File: config.mk
export PLATFORM = sky130hd
export DESIGN_NAME = sn_stream
export DESIGN_NICKNAME = d
export VERILOG_FILES = /design/src/rtl/sn_stream.sv
export SDC_FILE = /design/constraint.sdc
export NUM_CORES = 1
export LEC_CHECK = 0
export CAP_MARGIN = 10
export CORE_ASPECT_RATIO = 0.6
export CORE_UTILIZATION = 29
export CTS_CLUSTER_SIZE = 8
export DETAILED_ROUTE_END_ITERATION = 8
export PLACE_DENSITY = 0.52
export SLEW_MARGIN = 10
export SYNTH_ARGS = -nofsm -noshare
export SYNTH_HDL_FRONTEND = slang
export SYNTH_SLANG_ARGS = --single-unit
File: constraint.sdc
create_clock -name sys_clk -period 10.25 [get_ports sys_clk]
set_input_delay 1.025 -clock sys_clk [delete_from_list [all_inputs] [get_ports sys_clk]]
set_output_delay 1.025 -clock sys_clk [all_outputs]
set_load 0.02 [all_outputs]
File: src/rtl/sn_stream.sv
// Token-flow Petri net: 5 places, 3 capped transitions with inhibitor arcs.
// Tokens are deposited through a valid/ready input and drained from p1/p2 through a valid/ready output.
module sn_stream #(
  parameter int W        = 32,
  parameter int P0_INIT  = 12,
  parameter int P3_INIT  = 5,
  parameter int P4_INIT  = 1,
  parameter int FIRE_CAP = 63
) (
  input  logic        sys_clk,
  input  logic        sys_rst,
  input  logic        in_valid,
  output logic        in_ready,
  input  logic [1:0]  in_place,
  input  logic [5:0]  in_count,
  output logic        out_valid,
  input  logic        out_ready,
  output logic        out_src,
  output logic        quiescent,
  output logic [15:0] fire_cnt,
  output logic [5:0]  led
);

  localparam logic [W-1:0] ZERO_V = {W{1'b0}};
  localparam logic [W-1:0] MAX_V  = {W{1'b1}};
  localparam logic [W-1:0] CAP_V  = W'(FIRE_CAP);

  function automatic logic [W-1:0] min_cap(input logic [W-1:0] x);
    return (x < CAP_V) ? x : CAP_V;
  endfunction

  logic [W-1:0] p0_q, p1_q, p2_q, p3_q, p4_q;
  logic [W-1:0] p0_d, p1_d, p2_d, p3_d, p4_d;
  logic [15:0]  fire_q, fire_d;
  logic [5:0]   led_q, led_d;

  logic [W-1:0] n0_s, n1_s, n2_s, tgt_s, cnt_s;
  logic         e0_s, e1_s, e2_s, f0_s, f1_s, f2_s;
  logic         in_ready_s, dep_s, drain_s, drain1_s, drain2_s;

  // Enables, priority selection and handshakes, all from the registered marking
  always_comb begin
    n0_s = min_cap(p0_q);
    n1_s = min_cap(p3_q);
    n2_s = min_cap(p4_q);
    // A firing that would overflow its sink is treated as not enabled
    e0_s = (p0_q != ZERO_V) && (p2_q == ZERO_V) && (n0_s <= MAX_V - p1_q);
    e1_s = (p3_q != ZERO_V) && (p2_q == ZERO_V) && (n1_s <= MAX_V - p1_q);
    e2_s = (p4_q != ZERO_V) && (p0_q == ZERO_V) && (p2_q == ZERO_V) &&
           (p3_q == ZERO_V) && (n2_s <= MAX_V - p2_q);
    f0_s = e0_s;
    f1_s = e1_s && !e0_s;
    f2_s = e2_s && !e0_s && !e1_s;

    case (in_place)
      2'd0:    tgt_s = p0_q;
      2'd1:    tgt_s = p3_q;
      2'd2:    tgt_s = p4_q;
      default: tgt_s = MAX_V;
    endcase
    cnt_s      = {{(W-6){1'b0}}, in_count};
    in_ready_s = (in_place != 2'd3) && (cnt_s <= MAX_V - tgt_s);
    dep_s      = in_valid && in_ready_s;

    drain_s  = ((p1_q != ZERO_V) || (p2_q != ZERO_V)) && out_ready;
    drain1_s = drain_s && (p1_q != ZERO_V);
    drain2_s = drain_s && (p1_q == ZERO_V);
  end

  // Next marking: firing, deposit and drain all sum against the start-of-cycle marking
  always_comb begin
    p0_d = p0_q;
    p1_d = p1_q;
    p2_d = p2_q;
    p3_d = p3_q;
    p4_d = p4_q;
    if (f0_s) begin
      p0_d = p0_d - n0_s;
      p1_d = p1_d + n0_s;
    end else if (f1_s) begin
      p3_d = p3_d - n1_s;
      p1_d = p1_d + n1_s;
    end else if (f2_s) begin
      p4_d = p4_d - n2_s;
      p2_d = p2_d + n2_s;
    end else begin
      p0_d = p0_d;
    end
    if (dep_s) begin
      case (in_place)
        2'd0:    p0_d = p0_d + cnt_s;
        2'd1:    p3_d = p3_d + cnt_s;
        2'd2:    p4_d = p4_d + cnt_s;
        default: p0_d = p0_d;
      endcase
    end else begin
      p0_d = p0_d;
    end
    if (drain1_s) begin
      p1_d = p1_d - {{(W-1){1'b0}}, 1'b1};
    end else if (drain2_s) begin
      p2_d = p2_d - {{(W-1){1'b0}}, 1'b1};
    end else begin
      p1_d = p1_d;
    end
    if (f0_s || f1_s || f2_s) begin
      fire_d = fire_q + 16'd1;
    end else begin
      fire_d = fire_q;
    end
    led_d = ~p1_d[5:0];
  end

  // Marking, firing counter and LED registers
  always_ff @(posedge sys_clk or posedge sys_rst) begin
    if (sys_rst) begin
      p0_q   <= W'(P0_INIT);
      p1_q   <= ZERO_V;
      p2_q   <= ZERO_V;
      p3_q   <= W'(P3_INIT);
      p4_q   <= W'(P4_INIT);
      fire_q <= 16'd0;
      led_q  <= 6'h3F;
    end else begin
      p0_q   <= p0_d;
      p1_q   <= p1_d;
      p2_q   <= p2_d;
      p3_q   <= p3_d;
      p4_q   <= p4_d;
      fire_q <= fire_d;
      led_q  <= led_d;
    end
  end

  assign in_ready  = in_ready_s;
  assign out_valid = (p1_q != ZERO_V) || (p2_q != ZERO_V);
  assign out_src   = (p1_q == ZERO_V);
  assign quiescent = !(e0_s || e1_s || e2_s);
  assign fire_cnt  = fire_q;
  assign led       = led_q;

endmodule

# Yosys cells after proc, flatten, opt, wreduce, memory -nomap -nowiden
# Index checks and enable logic that the tools add are counted.
# word_totals
register_bits,182
latchBits,0
mem_bits_rw,0
mem_bits_ro,0
out_inout_bits,26
word_cells,91
n_memories,0
# classes
n_addsub,15
n_mul,0
div_mod_pow,0
order_cmp,7
n_eq_ne,3
n_shift,0
n_mux,24
bitwise_logic,1
n_reduce_logical,34
# op_table
operator,n
32-bit two-way mux,23
32-bit nonzero test,5
32-bit logical NOT,4
32-bit adder,3
32-bit by 6-bit adder with 32-bit output,3
32-bit less-or-equal comparator,3
32-bit by 6-bit less-than comparator with 1-bit output (second input constant),3
32-bit case mux with 3 select lines,1
32-bit subtractor,3
32-bit subtractor (first input constant),3
32-bit by 1-bit subtractor with 32-bit output (second input constant),2
6-bit by 32-bit less-or-equal comparator with 1-bit output,1
16-bit by 1-bit adder with 16-bit output (second input constant),1
1-bit logical AND,16
6-bit inverter,1
1-bit logical OR,5
1-bit logical NOT,3
2-bit by 1-bit equality test with 1-bit output (second input constant),1
2-bit equality test (second input constant),1
2-bit logical NOT,1
2-bit inequality test (second input constant),1

# Longest topological paths before layout
# depth
ltp_word,13
mapped_depth,33
mapped_depth_nobuf,28

# Worst setup path before layout
# Ideal clock, no wire load.
# synth_path
path_kind,register to register
startpoint,register p0_q[7]
endpoint,register p0_q[31]
setup_time_ns,0.128
arrival_time_ns,8.047
setup_slack_ns,2.075
path_stages_with_launch,33
period_less_slack_ns,8.175
cell_sequence,dfrtp_1 -> or4_1 -> or4_4 -> nor4_4 -> clkbuf_1 -> nand2b_1 -> ha_1 -> buf_2 -> nand4_1 -> or4_1 -> nor4_1 -> a211oi_1 -> a211o_1 -> clkbuf_1 -> nor2_1 -> buf_2 -> buf_1 -> clkbuf_1 -> nand2_1 -> nand2_1 -> o21ai_0 -> ha_1 -> a21oi_1 -> nor2b_1 -> o21ai_0 -> a21oi_1 -> nor2_1 -> a211oi_1 -> nand3_1 -> or4b_1 -> nor3_2 -> nand3_1 -> xor2_1
# synth_via
elab_chain_cells,8
# synth_rtl
item,line_no,source
from (decl),32,"logic [W-1:0] p0_q, p1_q, p2_q, p3_q, p4_q;"
from (signal assigned),117,p0_q <= W'(P0_INIT);
from (signal assigned),125,p0_q <= p0_d;
32-bit by 6-bit less-than comparator with 1-bit output,29,return (x < CAP_V) ? x : CAP_V;
32-bit two-way mux,29,
32-bit less-or-equal comparator,47,e0_s = (p0_q != ZERO_V) && (p2_q == ZERO_V) && (n0_s <= MAX_V - p1_q);
1-bit logical AND,47,
32-bit two-way mux,77,if (f0_s) begin
32-bit by 6-bit adder with 32-bit output,91,2'd0: p0_d = p0_d + cnt_s;
32-bit two-way mux,90,case (in_place)
32-bit two-way mux (*),89,if (dep_s) begin
named net p0_d[31],33,"logic [W-1:0] p0_d, p1_d, p2_d, p3_d, p4_d;"
# Mark *: on every way through the listed nets, which the timed path passes. The rest lies on a longest branch.
# A chain may end at the register's enable or synchronous reset.

# Worst setup path after layout
# Ends and elaborated chain as after synthesis.

==> impl_metrics.env <==
export IMPL_cts_reportedPaths_clkPinSlew_ps=80
export IMPL_crit_path_end="p0_q[31]"
export IMPL_syn_to_final_growth_pct=10.7
export IMPL_yosysTopAreaCell="dfrtp_1"
export IMPL_cts_buffers=17
export IMPL_drv_cap=0
export IMPL_cts_hold_buf=0
export IMPL_synth_edf_count=0
export IMPL_multi_input_area_sq_um=14600
export IMPL_ys_flop_type="dfrtp_1"
export IMPL_vdd_drop_max_mv=0.136
export IMPL_cp_data_required_time_ps=10600
export IMPL_timing_rr_start="p0_q[7]"
export IMPL_yosys_top_cells_area="dfrtp_1 (22%), ha_1 (8.3%), xnor2_1 (7.3%)"
export IMPL_clock_path_buffers=2
export IMPL_post_cts_resized=0
export IMPL_synthArstFlopShare_pct=100
export IMPL_critPathLaunch="p0_q[7]"
export IMPL_path_max_fanout=37
export IMPL_grt_use_total_pct=19.2
export IMPL_min_path_type="flip-flop to flip-flop"
export IMPL_nets=2671
export IMPL_die_area_sq_um=68500
export IMPL_grt_max_degree=125
export IMPL_grt_pass1_wl_microns=103000
export IMPL_grt_pass1_vias=17478
export IMPL_place_hpwl_microns=51300
export IMPL_hold_viol=0
export IMPL_core_sq_um=66400
export IMPL_synthCells=2484
export IMPL_rsz0062_at_grt="no"
export IMPL_nFillCells=7066
export IMPL_globalplace_congestion=0.896
export IMPL_ant_nets=0
export IMPL_vias_per_cell=5.58
export IMPL_start_util_pct=29.4
export IMPL_regArea_sq_um=4570
export IMPL_rows=73
export IMPL_cts_setup_buffers=0
export IMPL_ys_ff_latch=182
export IMPL_cpPeakStageDelay_ps=670
export IMPL_finalCriticalPeriod_ps=8500
export IMPL_synthTopCellsByCount="nand2_1 (236), nor2_1 (192), a21oi_1 (189)"
export IMPL_first_iter_violations=1948
export IMPL_maxSlewViolCount=0
export IMPL_path_depth=28
export IMPL_ff2ff_path_depth=28
export IMPL_rr_endpoint="p0_q[31]"
export IMPL_cp_arrival_ps=8850
export IMPL_setup_worst_path_class="flip-flop to flip-flop"
export IMPL_place_area_sq_um=21100
export IMPL_ys_types=98
export IMPL_die_h_microns=203
export IMPL_yosysSeqAreaShare_pct=23.4
export IMPL_p_leak_nw=8.88
export IMPL_slew_headroom_pct=29.8
export IMPL_drtPass1Iterations=5
export IMPL_port_buffers=37
export IMPL_start_kind="flip-flop"
export IMPL_cp_end_kind="flip-flop"
export IMPL_fin_worst_skew_ps=17.5
export IMPL_ios=38
export IMPL_drive_gt1_share_pct=5.68
export IMPL_timing_fmax_mhz=118
export IMPL_clk_insertion_delay_late_ps=470
export IMPL_power_density_nw_per_um2=154
export IMPL_syn_cell_area_sq_um=19600
export IMPL_critPathSlowestCell="or4b_1"
export IMPL_antenna_cells=0
export IMPL_timing_final_crit_share_pct=82.9
export IMPL_post_drt_wl_per_cell_microns=19.2
export IMPL_drc=0
export IMPL_die_x_microns=337
export IMPL_drt_total_wl_microns=66000
export IMPL_crit_family="simple AND/OR/NAND/NOR gates"
export IMPL_htreeDepth=4
export IMPL_synth_avg_cell_area_sq_um=7.87
export IMPL_antenna_found_initial=0
export IMPL_cts_tree="built"
export IMPL_synth_most_common_cell="nand2_1"
export IMPL_clock_sinks=182
export IMPL_outcome="finished clean"
export IMPL_grt_overflow_total=0
export IMPL_setup_tns_ps=0
export IMPL_finalSetupViolCount=0
export IMPL_dp_cells=3405
export IMPL_synth_top_cell_area_share_pct=21.9
export IMPL_via_count=19194
export IMPL_reg2reg_setup_slack_ps=1750
export IMPL_cts_root_buf="clkbuf_16"
export IMPL_yosysWarnings=0
export IMPL_finalNonFillerCells=3437
export IMPL_finalInstanceArea_sq_um=21700
export IMPL_tightest_slew_ps=1040
export IMPL_path_buf_inv=2
metal layers:
layer	vias up	global-route usage, %	routed length (microns)
met2	765	24.5	24300
met3	32	4.68	5880
li1	9194	-	-
met1	9201	31.4	35200
met5	-	1.13	111
met4	2	2.50	464
cell type report:
cell class	count	share of cell area, %
Clock buffer	19	2.05
Clock inverter	13	0.572
Inverter	57	1.02
Multi-Input combinational cell	2206	67.5
Sequential cell	182	21.1
Tap cell	900	5.20
Timing Repair Buffer	60	2.52
how the worst min path moves through the flow:
stage,start,endpoint,slack (ps),cells after the start
detailed placement,fire_cnt[15],fire_cnt[15],460,1
finish,fire_cnt[15],fire_cnt[15],470,1
global placement,fire_cnt[15],fire_cnt[15],460,1
floorplan,p4_q[29],p4_q[29],490,1
CTS,fire_cnt[15],fire_cnt[15],480,1
global route,fire_cnt[15],fire_cnt[15],500,1
where the power goes:
part	leakage (nW)	total (W)	switching [W]	internal, W
Sequential	2.34	0.00102	0.000197	0.000822
Clock	0.271	0.000684	0.000339	0.000345
Combinational	6.27	0.00162	0.000981	0.000642
Total	8.88	0.00333	0.00152	0.00181
through the flow:
step / utilization [%] / hold slack (ps) / setup WS (ps) / power, W
detailed placement: 31.8 / 462 / 1790 / 0.00258
CTS: 32.6 / 478 / 1740 / 0.00328
floorplan: - / 488 / 2070 / 0.00216
global placement: 31.7 / 462 / 1810 / 0.00256
finish: 32.6 / 469 / 1750 / 0.00333
global route: 32.6 / 501 / 960 / 0.00356
worst reg2reg max path: cells and delay by family, from the launching register on:
kind | cells | cell delay (ps)
and+or+nand+nor | 16 | 4830
buffers and inverters | 2 | 730
DFF | 1 | 470
adders and majority gates | 2 | 600
AOI/OAI and AO/OA | 7 | 1580
xor gates and xnor gates | 1 | 160
kinds of logic after synthesis:
family / after synthesis / synth area share (%)
buf+inv: 173 / 3.46
mux: 45 / 2.43
other cells: 1 / 0.0192
simple gates: 992 / 26.7
flops: 182 / 23.4
fa+ha+maj: 135 / 8.87
compound gates: 676 / 22.6
xor+xnor: 280 / 12.5
layout by cell type (no fill, tap or decap), types with 18 or more instances in the layout:
master	count
dfrtp_1	171
ha_1	129
xnor2_1	162
a211oi_1	22
nand2b_1	42
and3_1	29
o21ai_0	127
nor2_1	190
nand3_1	99
conb_1	78
o21a_1	18
o22ai_1	19
clkdlybuf4s50_1	37
a31oi_1	33
or2_2	20
nand2_1	236
nand4_1	62
mux2i_1	26
a21o_1	71
inv_1	56
buf_4	22
a21oi_1	189
nor4_1	40
nor3_1	86
mux2_2	19
xor2_1	118
nand3b_1	18
o31ai_1	20
o21bai_1	22
nor2b_1	29
and2_1	25
o211ai_1	25
or3_1	34
sequential cells by signal, summed over array words and instances (netlist names):
name,count
p4_q,32
p0_q,32
p2_q,32
led,6
p3_q,32
p1_q,32
fire_cnt,16
Power figures use the tool's default switching activity.
